File: config.mk
export PLATFORM = sky130hd
export DESIGN_NAME = wfq_weight_table_flat
export DESIGN_NICKNAME = d
export VERILOG_FILES = /design/src/rtl/wfq_pkg.sv /design/src/rtl/wfq_weight_table_if.sv /design/src/rtl/wfq_weight_bank.sv /design/src/rtl/wfq_weight_table.sv /design/src/flat_wrapper.sv
export SDC_FILE = /design/constraint.sdc
export NUM_CORES = 1
export LEC_CHECK = 0
export CAP_MARGIN = 20
export CORE_AREA = 3 3 161 101
export CTS_CLUSTER_DIAMETER = 30
export DETAILED_ROUTE_END_ITERATION = 12
export DIE_AREA = 0 0 164 104
export PLACE_DENSITY = 0.79
export SLEW_MARGIN = 20
export SYNTH_ARGS = -nofsm -noshare
export SYNTH_HDL_FRONTEND = slang
export SYNTH_HIERARCHICAL = 1
export SYNTH_SLANG_ARGS = --single-unit
export TNS_END_PERCENT = 1
File: constraint.sdc
create_clock -name clk -period 6.6 [get_ports clk]
set_input_delay 0.66 -clock clk [delete_from_list [all_inputs] [get_ports clk]]
set_output_delay 0.66 -clock clk [all_outputs]
set_load 0.03 [all_outputs]
File: src/rtl/wfq_pkg.sv
// -----------------------------------------------------------------------------
// wfq_pkg
// Shared definitions for the WFQ weight table: the controller state encoding
// and the default geometry (queue-index width, weight width, init weight).
// No ports; imported by the interface, the bank and the top.
// -----------------------------------------------------------------------------
package wfq_pkg;

   // Controller states: INIT sweeps defaults into both banks, IDLE serves
   // host writes/commits, COPY mirrors the new active bank into the shadow.
   typedef enum logic [1:0] {
      ST_INIT = 2'd0,
      ST_IDLE = 2'd1,
      ST_COPY = 2'd2
   } wfq_state_t;

   localparam int          PKG_QW    = 2;
   localparam int          PKG_WW    = 16;
   localparam logic [15:0] PKG_DEF_W = 16'h4000;

endpackage

File: src/rtl/wfq_weight_table_if.sv
// -----------------------------------------------------------------------------
// wfq_weight_table_if
// Groups the host configuration port and the scheduler read port of the
// weight table.
//   cfg_we/cfg_addr/cfg_din : host write into the shadow bank
//   cfg_commit              : host request to swap shadow and active banks
//   cfg_ready               : host strobes are honoured only while high
//   rd_req/rd_addr          : scheduler read request
//   rd_valid/rd_dout        : read response, one cycle after the request
//   init_done               : default sweep complete
// Modports: master = host/scheduler side, slave = the table.
// -----------------------------------------------------------------------------
interface wfq_weight_table_if
   import wfq_pkg::*;
#(
   parameter int QW = PKG_QW,
   parameter int WW = PKG_WW
);

   logic          cfg_we;
   logic [QW-1:0] cfg_addr;
   logic [WW-1:0] cfg_din;
   logic          cfg_commit;
   logic          cfg_ready;
   logic          rd_req;
   logic [QW-1:0] rd_addr;
   logic          rd_valid;
   logic [WW-1:0] rd_dout;
   logic          init_done;

   modport master (
      output cfg_we, cfg_addr, cfg_din, cfg_commit, rd_req, rd_addr,
      input  cfg_ready, rd_valid, rd_dout, init_done
   );

   modport slave (
      input  cfg_we, cfg_addr, cfg_din, cfg_commit, rd_req, rd_addr,
      output cfg_ready, rd_valid, rd_dout, init_done
   );

endinterface

File: src/rtl/wfq_weight_bank.sv
// -----------------------------------------------------------------------------
// wfq_weight_bank
// One 2**QW x WW weight bank: a single write port and two independent
// synchronous read ports (port 1 serves the scheduler, port 2 the bank copy).
// Each read register only updates when its enable is high, so the last read
// value is held otherwise.
//   clk              : clock
//   we/waddr/wdata   : write port
//   re1/ra1 -> q1    : read port 1 (registered)
//   re2/ra2 -> q2    : read port 2 (registered)
// -----------------------------------------------------------------------------
module wfq_weight_bank
   import wfq_pkg::*;
#(
   parameter int QW = PKG_QW,
   parameter int WW = PKG_WW
) (
   input  logic          clk,
   input  logic          we,
   input  logic [QW-1:0] waddr,
   input  logic [WW-1:0] wdata,
   input  logic          re1,
   input  logic [QW-1:0] ra1,
   output logic [WW-1:0] q1,
   input  logic          re2,
   input  logic [QW-1:0] ra2,
   output logic [WW-1:0] q2
);

   logic [WW-1:0] mem [2**QW];

   // NOTE: storage and read registers carry no reset so this maps onto RAM;
   // the table's INIT sweep is what gives the contents defined values.
   always_ff @(posedge clk) begin
      if (we)  mem[waddr] <= wdata;
      if (re1) q1 <= mem[ra1];
      if (re2) q2 <= mem[ra2];
   end

endmodule

File: src/rtl/wfq_weight_table.sv
// -----------------------------------------------------------------------------
// wfq_weight_table
// Double-buffered WFQ weight table. The scheduler reads the active bank with
// one cycle of latency; the host writes the shadow bank and commits to swap.
// After a swap the new active bank is copied into the new shadow bank so the
// host always edits a full copy of what is live.
//   clk : clock (rising edge)
//   rst : synchronous, active-high reset; restarts the INIT sweep
//   bus : wfq_weight_table_if.slave (config + read ports)
// -----------------------------------------------------------------------------
module wfq_weight_table
   import wfq_pkg::*;
#(
   parameter int            QW    = PKG_QW,
   parameter int            WW    = PKG_WW,
   parameter logic [WW-1:0] DEF_W = WW'(PKG_DEF_W)
) (
   input logic                  clk,
   input logic                  rst,
   wfq_weight_table_if.slave    bus
);

   // idx is one bit wider than an address: during COPY the value 2**QW marks
   // the final cycle that only retires the last pending copy write.
   localparam logic [QW:0]   N_ENT    = {1'b1, {QW{1'b0}}};
   localparam logic [QW:0]   IDX_ONE  = (QW+1)'(1);
   localparam logic [QW-1:0] ADDR_ONE = QW'(1);

   wfq_state_t    state, state_nx;
   logic [QW:0]   idx, idx_nx;
   logic          active_sel;   // 0: bank A active, 1: bank B active
   logic          init_done_q;
   logic          rd_valid_q;
   logic          rd_zero;      // rd_dout forced to 0 until the first read after reset
   logic          rd_bank;      // bank that served the last accepted read

   logic          cfg_ready;
   logic          we_acc, commit_acc, rd_fire, cp_rd;
   logic          we_shadow, we_a, we_b;
   logic [QW-1:0] waddr;
   logic [WW-1:0] wdata;
   logic [WW-1:0] qa1, qa2, qb1, qb2;

   assign cfg_ready  = init_done_q && (state == ST_IDLE);
   assign we_acc     = bus.cfg_we && cfg_ready;
   assign commit_acc = bus.cfg_commit && cfg_ready;
   assign rd_fire    = bus.rd_req && init_done_q;
   assign cp_rd      = (state == ST_COPY) && !idx[QW];

   // NOTE: every output of a combinational block gets a default first so no
   // path leaves it unassigned and a latch is never inferred.
   always_comb begin
      state_nx  = state;
      idx_nx    = idx;
      we_shadow = 1'b0;
      we_a      = 1'b0;
      we_b      = 1'b0;
      waddr     = idx[QW-1:0];
      wdata     = DEF_W;
      case (state)
         ST_INIT: begin
            we_a   = 1'b1;
            we_b   = 1'b1;
            idx_nx = idx + IDX_ONE;
            if (idx == N_ENT - IDX_ONE) begin
               state_nx = ST_IDLE;
               idx_nx   = '0;
            end
         end
         ST_IDLE: begin
            if (we_acc) begin
               we_shadow = 1'b1;
               waddr     = bus.cfg_addr;
               wdata     = bus.cfg_din;
            end
            if (commit_acc) begin
               state_nx = ST_COPY;
               idx_nx   = '0;
            end
         end
         ST_COPY: begin
            // Port-2 data read at idx-1 lands now; write it to the shadow.
            if (idx != '0) begin
               we_shadow = 1'b1;
               waddr     = idx[QW-1:0] - ADDR_ONE;
               wdata     = active_sel ? qb2 : qa2;
            end
            idx_nx = idx + IDX_ONE;
            if (idx == N_ENT) begin
               state_nx = ST_IDLE;
               idx_nx   = '0;
            end
         end
         default: begin
            state_nx = ST_INIT;
            idx_nx   = '0;
         end
      endcase
      if (we_shadow) begin
         we_a = active_sel;
         we_b = !active_sel;
      end
   end

   // NOTE: sequential state uses non-blocking assignments so every register
   // samples pre-edge values regardless of statement order.
   always_ff @(posedge clk) begin
      if (rst) begin
         state       <= ST_INIT;
         idx         <= '0;
         active_sel  <= 1'b0;
         init_done_q <= 1'b0;
         rd_valid_q  <= 1'b0;
         rd_zero     <= 1'b1;
         rd_bank     <= 1'b0;
      end else begin
         state      <= state_nx;
         idx        <= idx_nx;
         rd_valid_q <= rd_fire;
         if (commit_acc)          active_sel  <= !active_sel;
         if (state == ST_IDLE)    init_done_q <= 1'b1;
         if (rd_fire) begin
            rd_zero <= 1'b0;
            rd_bank <= active_sel;
         end
      end
   end

   wfq_weight_bank #(.QW(QW), .WW(WW)) u_bank_a (
      .clk   (clk),
      .we    (we_a),
      .waddr (waddr),
      .wdata (wdata),
      .re1   (rd_fire),
      .ra1   (bus.rd_addr),
      .q1    (qa1),
      .re2   (cp_rd),
      .ra2   (idx[QW-1:0]),
      .q2    (qa2)
   );

   wfq_weight_bank #(.QW(QW), .WW(WW)) u_bank_b (
      .clk   (clk),
      .we    (we_b),
      .waddr (waddr),
      .wdata (wdata),
      .re1   (rd_fire),
      .ra1   (bus.rd_addr),
      .q1    (qb1),
      .re2   (cp_rd),
      .ra2   (idx[QW-1:0]),
      .q2    (qb2)
   );

   assign bus.cfg_ready = cfg_ready;
   assign bus.init_done = init_done_q;
   assign bus.rd_valid  = rd_valid_q;
   assign bus.rd_dout   = rd_zero ? '0 : (rd_bank ? qb1 : qa1);

endmodule

File: src/flat_wrapper.sv
// flat-port wrapper written by rule: the top's interface ports become plain ports
module wfq_weight_table_flat import wfq_pkg::*;
#(
   parameter int            QW    = PKG_QW,
   parameter int            WW    = PKG_WW,
   parameter logic [WW-1:0] DEF_W = WW'(PKG_DEF_W)
)
  (clk, rst, bus_cfg_we, bus_cfg_addr, bus_cfg_din, bus_cfg_commit, bus_rd_req, bus_rd_addr, bus_cfg_ready, bus_rd_valid, bus_rd_dout, bus_init_done);
  wfq_weight_table_if #(.QW(QW), .WW(WW)) bus_i ();
  input logic clk;
  input logic rst;
  input wire logic [$bits(bus_i.cfg_we)-1:0] bus_cfg_we;
  input wire logic [$bits(bus_i.cfg_addr)-1:0] bus_cfg_addr;
  input wire logic [$bits(bus_i.cfg_din)-1:0] bus_cfg_din;
  input wire logic [$bits(bus_i.cfg_commit)-1:0] bus_cfg_commit;
  input wire logic [$bits(bus_i.rd_req)-1:0] bus_rd_req;
  input wire logic [$bits(bus_i.rd_addr)-1:0] bus_rd_addr;
  output wire logic [$bits(bus_i.cfg_ready)-1:0] bus_cfg_ready;
  output wire logic [$bits(bus_i.rd_valid)-1:0] bus_rd_valid;
  output wire logic [$bits(bus_i.rd_dout)-1:0] bus_rd_dout;
  output wire logic [$bits(bus_i.init_done)-1:0] bus_init_done;
  assign bus_i.cfg_we = bus_cfg_we;
  assign bus_i.cfg_addr = bus_cfg_addr;
  assign bus_i.cfg_din = bus_cfg_din;
  assign bus_i.cfg_commit = bus_cfg_commit;
  assign bus_i.rd_req = bus_rd_req;
  assign bus_i.rd_addr = bus_rd_addr;
  assign bus_cfg_ready = bus_i.cfg_ready;
  assign bus_rd_valid = bus_i.rd_valid;
  assign bus_rd_dout = bus_i.rd_dout;
  assign bus_init_done = bus_i.init_done;
  wfq_weight_table #(.QW(QW), .WW(WW), .DEF_W(DEF_W)) u_core (.clk(clk), .rst(rst), .bus(bus_i));
endmodule
==> key figures, run 1 <==
Status
  • Status: finished clean

Timing
  • Unrepaired setup endpoints after global routing: no
  • Layout Skew: 0.01125 ns
  • Worst-Margin Slew: 0.9920 ns
  • Fin. Hold Viols: 0
  • Min Hold Slack: 0.5234 ns
  • FMAX: 300.2 MHz
  • Slew Limit Fails: 0
  • Final min period: 3.331 ns
  • Slew margin rel.: 33.78%
  • Setup violators final: 0
  • Final period util: 50.47%
  • Final setup TNS: 0 ns

Critical path
  • Crit path cell chain: inv_1 -> ha_1 -> o21ai_0 -> a31o_2 -> a22o_1 -> and3b_1
  • Setup CP Type: flop to flop
  • Max FO, Critical Path: 19
  • CP endpoint kind: flop
  • Startpoint types: flop
  • Worst EP required: 6.74 ns
  • Max incr delay on CP: 0.81 ns
  • Slowest-stage cell, CP: and3b_1
  • CP Data Arrival Time: 3.47 ns

Clocking
  • Longest Clk Path Bufs: 3
  • Num CTS Buffers: 26
  • H-tree levels: 1
  • Post_cts resized: 0
  • CTS clk-pin slew, worst paths: 0.06 ns
  • Clk sinks: 202
  • # hold bufs at CTS: 0
  • Setup Fix Bufs, Post-CTS: 0
  • Worst skew pair latency: 0.52 ns
  • CTS root buf: clkbuf_16
  • TritonCTS clock tree: yes

Yosys
  • Distinct cells, synth: 41
  • Synth Register Bits: 202
  • Mapped cell area: 8872 um2
  • Post-synth EDFFs: 192
  • Synth Instances: 448
  • Ranking of synthesized cells by area: edfxtp_1 65%, mux4_2 10%, mux4_1 7.1%, dfxtp_1 2.3%, mux2i_1 2.0%
  • Syn nets: 481
  • Synth async-reset ratio: 0%
  • Synthesized area per cell: 19.80 um2
  • Area leader, netlist: edfxtp_1
  • Ys Warns: 6
  • Top cell type's share of synthesized area: 64.98%
  • Main synth FF type: edfxtp_1
  • Post-synthesis sequential area ratio: 67.24%

Layout
  • Final core utilization: 68.60%
  • Share of cells above drive strength 1: 23.02%
  • Fin cells: 720
  • Design Area, Final: 10,300 um2
  • Synthesis-to-finish area growth: 16.15%
  • Commonest non-fill, non-tap cell in the layout: edfxtp_1
  • Layout Nets: 530
  • # fillers: 940
  • ANT cells: 0
  • Most frequent cells in the layout: 192 x edfxtp_1, 42 x clkdlybuf4s50_1, 40 x mux4_2

GRT
  • GRT Resource Usage Total: 23.94%
  • Initial antenna violation count: 2
  • Vias in the first global route: 4,656
  • Largest net degree at the start of global routing: 38
  • First-pass GRT wire length: 29,700 um
  • Gr ovfl total: 0

Floorplan
  • Die area: 17,060 um2
  • Row cnt: 35
  • Horiz. Die Dim: 164 um
  • IO Count: 44
  • Die height: 104 um
  • Core Footprint: 15,020 um2
  • Initial Util: 59.07%

Power and ir drop
  • Power density over cell area: 420.3 nW/um2
  • P_sw: 1.182 mW
  • Leakage: 3.423 nW
  • Clock power share: 34.2%
  • Peak VDD IR: 0.2592 mV
  • P_int: 3.149 mW
  • Logic pwr share: 20.2%
  • Switching portion of total power: 27.29%
  • Sequential Power Share: 45.5%

Placement
  • GP Congestion: 0.8781
  • Hpwl dp: 12,710 um
  • DP Cell Count: 672
  • I/O Buffers: 43
  • Placed Area: 9379 um2

Drt
  • Number of DRC markers in iteration 0: 523
  • DR vias/cell: 6.454
  • # DRC: 0
  • Via count: 4,647
  • Routed wire per std cell: 27.66 um
  • Initial DRT Pass Iterations: 5
  • WL final: 19,910 um
  • Post-route ant nets: 0

Hold path
  • Hold crit path type: flop to flop

Job
  • Max Cap Violations: 0
cells by family after synthesis:
family / share of synthesized area [%]
muxes: 21.32
adders and majority gates: 1.128
and+or+nand+nor: 4.033
AOI/OAI and AO/OA: 3.060
xor gates and xnor gates: 0.09873
buffers and inverters: 3.117
DFF: 67.24
power groups by stage:
stage               combinational (mW)  sequential (mW)  clock [mW]
CTS                              0.875             1.97        1.50
floorplan                        0.645             1.92           0
global placement                 0.842             1.96           0
finish                           0.876             1.97        1.48
detailed placement               0.867             1.98           0
global route                     0.935             2.00        1.56
metrics by stage:
step	setup slack, ns	power [mW]
final	3.269	4.331
after global routing	3.116	4.492
after CTS	3.188	4.341
after detailed placement	2.973	2.850
after global placement	3.037	2.797
after floorplan	3.372	2.566
cells in the mapped netlist (2+ instances only):
library cell and number:
mux2_2 16, mux2i_1 18, o21ai_0 3, buf_4 3, nor2_1 22, and3_1 3
buf_12 4, a221oi_1 2, nor3b_1 3, edfxtp_1 192, mux4_2 40, a22o_1 2
buf_6 5, mux4_1 24, a22oi_1 15, ha_1 8, a21oi_1 4, dfxtp_1 10
nor2b_1 17, and3b_1 4, clkbuf_1 4, nand2_1 9, buf_2 13, inv_1 10
critical path, delay by kind of cell (launching register included):
| kind | cells | cell delay [ns] |
|---|---|---|
| compound gates | 3 | 0.94 |
| fa+ha+maj | 1 | 0.71 |
| buf+inv | 1 | 0.09 |
| flops | 1 | 0.39 |
| simple gates | 1 | 0.81 |
final timing paths:
path / start / endpoint / slack, ns / depth (start not counted)
worst min-delay path: u_core/state[0] / u_core/state[0] / 0.52 / 2
worst min register to register: u_core/state[0] / u_core/state[0] / 0.52 / 2
worst max register to register: u_core/state[0] / u_core/u_bank_a/mem[2][5] / 3.27 / 6
worst max-delay path: u_core/state[0] / u_core/u_bank_a/mem[2][5] / 3.27 / 6
flip-flops by register name, indices dropped and copies added (netlist names):
name	flops
u_core/active_sel	1
u_core/bus.init_done	1
u_core/bus.rd_valid	1
u_core/idx	3
u_core/rd_bank	1
u_core/rd_zero	1
u_core/state	2
u_core/u_bank_a/mem	64
u_core/u_bank_a/q1	16
u_core/u_bank_a/q2	16
u_core/u_bank_b/mem	64
u_core/u_bank_b/q1	16
u_core/u_bank_b/q2	16
area by class of cell:
cell class	count	area (um2)	share of cell area [%]
clock buffers	29	683.2	6.629
inverters	10	37.54	0.3643
multi-input cells	207	2643	25.64
repair buffers	50	480.5	4.662
flip-flops and latches	202	5968	57.92
clock inverters	19	239.0	2.319
well taps	203	254.0	2.465
metal layers:
metal  global-route usage [%]  wire length [um]  up-vias  part of all wire (%)
met5                        0                13        -                 0.065
met4                    4.104               274        2                   1.4
met3                    9.232              2758       34                    14
met2                    32.10              8454      258                    42
met1                    38.11              8411     2396                    42
li1                         -                 -     1957                     -
Note: power is estimated with default switching activity, not from simulation.
==> run 2: changes to the inputs <==
- clock period: 6.6 -> 3.2 ns (I/O delays scaled with it)
==> run 2 against run 1 <==
Clock power grew 120%. Register-to-register slack lost 2.6 ns. Global-route usage shrank 1.3 points. Sequential share of layout area shrank 1.1 points. Combinational power grew 110%.
==> key figures, run 2 (synthesis results as in run 1) <==
Floorplan
  • Die area: 17,060 um2 (unchanged)
  • Row cnt: 35 (unchanged)
  • Die height: 104 um (unchanged)
  • Core Footprint: 15,020 um2 (unchanged)
  • IO Count: 44 (unchanged)
  • Initial Util: 59.07% (unchanged)
  • Horiz. Die Dim: 164 um (unchanged)

Critical path
  • Max incr delay on CP: 0.62 ns (-0.19 ns)
  • Crit path cell chain: buf_4 -> mux2i_1 -> nor2_1 -> clkdlybuf4s50_1
  • Setup CP Type: flop to output port
  • Critical path launch point: u_core/rd_bank
  • Worst R2R Setup Slack: 0.70 ns (-2.57 ns)
  • CP bufs+invs: 2 (+1)
  • CP Data Arrival Time: 2.44 ns (-1.03 ns)
  • CP endpoint kind: output port
  • Slowest-stage cell, CP: dfxtp_1
  • Worst EP required: 2.88 ns (-3.86 ns)
  • Worst reg2reg path depth: 8 (+2)
  • Worst setup endpoint: bus_rd_dout[10]
  • Reg2reg start: u_core/state[1]
  • Max FO, Critical Path: 10 (-9)
  • Worst path depth: 4 (-2)
  • Crit path max-delay family: buffers and inverters
  • Startpoint types: flop
  • Reg2reg end: u_core/u_bank_b/mem[3][9]

Clocking
  • Post_cts resized: 0 (unchanged)
  • Longest Clk Path Bufs: 3 (unchanged)
  • Setup Fix Bufs, Post-CTS: 0 (unchanged)
  • CTS clk-pin slew, worst paths: 0.05 ns (about the same)
  • TritonCTS clock tree: yes
  • H-tree levels: 1 (unchanged)
  • Clk sinks: 202 (unchanged)
  • Worst skew pair latency: 0.52 ns (about the same)
  • CTS root buf: clkbuf_16
  • Num CTS Buffers: 28 (+7.7%)
  • # hold bufs at CTS: 0 (unchanged)

GRT
  • GRT Resource Usage Total: 22.67% (-1.3 points)
  • First-pass GRT wire length: 28,860 um (-2.8%)
  • Initial antenna violation count: 0 (-2)
  • Largest net degree at the start of global routing: 38 (unchanged)
  • Vias in the first global route: 4,791 (+2.9%)
  • Gr ovfl total: 0 (unchanged)

Timing
  • Worst-Margin Slew: 0.8137 ns (-0.1783 ns)
  • Slew Limit Fails: 0 (unchanged)
  • Unrepaired setup endpoints after global routing: no
  • Final period util: 86.28%
  • FMAX: 362.2 MHz
  • Setup violators final: 0 (unchanged)
  • Slew margin rel.: 45.68% (+12 points)
  • Min Hold Slack: 0.4451 ns (-0.07827 ns)
  • Final min period: 2.761 ns
  • Layout Skew: 0.01207 ns (+0.0008275 ns)
  • Final setup TNS: 0 ns (unchanged)
  • Fin. Hold Viols: 0 (unchanged)

Layout
  • Share of cells above drive strength 1: 25.42% (+2.4 points)
  • Most frequent cells in the layout: 192 x edfxtp_1, 42 x clkdlybuf4s50_1, 40 x mux4_2
  • ANT cells: 0 (unchanged)
  • # fillers: 910 (-3.2%)
  • Synthesis-to-finish area growth: 18.39%
  • Final core utilization: 69.93% (+1.3 points)
  • Biggest registers after layout: u_core/u_bank_a/mem: 64 flops, u_core/u_bank_b/mem: 64 flops
  • Commonest non-fill, non-tap cell in the layout: edfxtp_1
  • Design Area, Final: 10,500 um2 (+1.9%)
  • Layout Nets: 546 (+3.0%)

Drt
  • DR vias/cell: 6.275 (-2.8%)
  • Post-route ant nets: 0 (unchanged)
  • Via count: 4,631 (-0.34%)
  • Number of DRC markers in iteration 0: 445 (-15%)
  • Initial DRT Pass Iterations: 5 (unchanged)
  • # DRC: 0 (unchanged)
  • Routed wire per std cell: 25.47 um (-7.9%)
  • WL final: 18,790 um (-5.6%)

Power and ir drop
  • Peak VDD IR: 0.5699 mV (+120%)
  • Leakage: 3.541 nW (+3.5%)
  • Power density over cell area: 864.5 nW/um2 (+110%)
  • Pwr Total: 9.081 mW (+110%)

Placement
  • Placed Area: 9509 um2 (+1.4%)
  • Hpwl dp: 11,060 um (-13%)
  • I/O Buffers: 43 (unchanged)
  • GP Congestion: 0.8054 (-8.3%)

Job
  • Max Cap Violations: 0 (unchanged)

Status
  • Status: finished clean

Hold path
  • Hold crit path type: input pin to flop
==> run 2: changes by cell type in the layout (fill, tap and decap cells not counted), moves of 2 or more <==
cell       before  now
inv_8           4    0
clkinv_2        1    3
clkinv_4        2    5
clkbuf_16      27   29
buf_4           8   19
buf_12          0    2
==> run 2: worst reg2reg max path, stage by stage, from the launching register on <==
cell and delay, ns:
dfxtp_1 0.33, inv_1 0.12, ha_1 0.28, and3_1 0.35
nand2_1 0.09, o21ai_0 0.09, a22o_1 0.32, and3_1 0.43
buf_12 0.20
==> run 2: worst min-delay path by stage <==
stage	from	end	slack (ns)	cells after the start
floorplan	u_core/state[0]	u_core/state[0]	0.48	2
global placement	u_core/state[0]	u_core/state[0]	0.49	2
detailed placement	u_core/state[0]	u_core/state[0]	0.52	2
CTS	bus_rd_req	u_core/bus.rd_valid	0.43	3
global route	bus_rd_req	u_core/bus.rd_valid	0.47	3
finish	bus_rd_req	u_core/bus.rd_valid	0.45	3
==> run 2: final cells by class <==
type	instances	area (um2)	area share, %
tap	203	254.0	2.418
multi-input combinational	207	2643	25.16
clock buffer	31	733.2	6.980
inverter	10	37.54	0.3574
timing repair buffer	64	608.1	5.789
clock inverter	21	261.5	2.490
sequential	202	5967	56.81
==> run 2: per-layer routing <==
metal	global-route usage, %	up-vias	share of wire, %
met5	0	-	0
met4	4.466	0	1.3
met3	3.661	25	7.0
met2	35.62	183	47
met1	34.47	2427	44
li1	-	1996	-
==> run 2: report_power, final <==
part / leakage, nW / internal, mW / switching, mW / total (mW)
registers: 1.91 / 3.74 / 0.294 / 4.03
logic: 1.15 / 0.895 / 0.936 / 1.83
clock network: 0.481 / 2.07 / 1.14 / 3.21
total: 3.54 / 6.71 / 2.38 / 9.08
==> run 2: per-stage QoR <==
step | std cells | setup WS, ns
finish | 738 | 0.4391
global route | 738 | 0.3333
CTS | 738 | 0.3925
detailed placement | 686 | 0.6559
global placement | 686 | 0.7264
floorplan | 448 | 0.01103
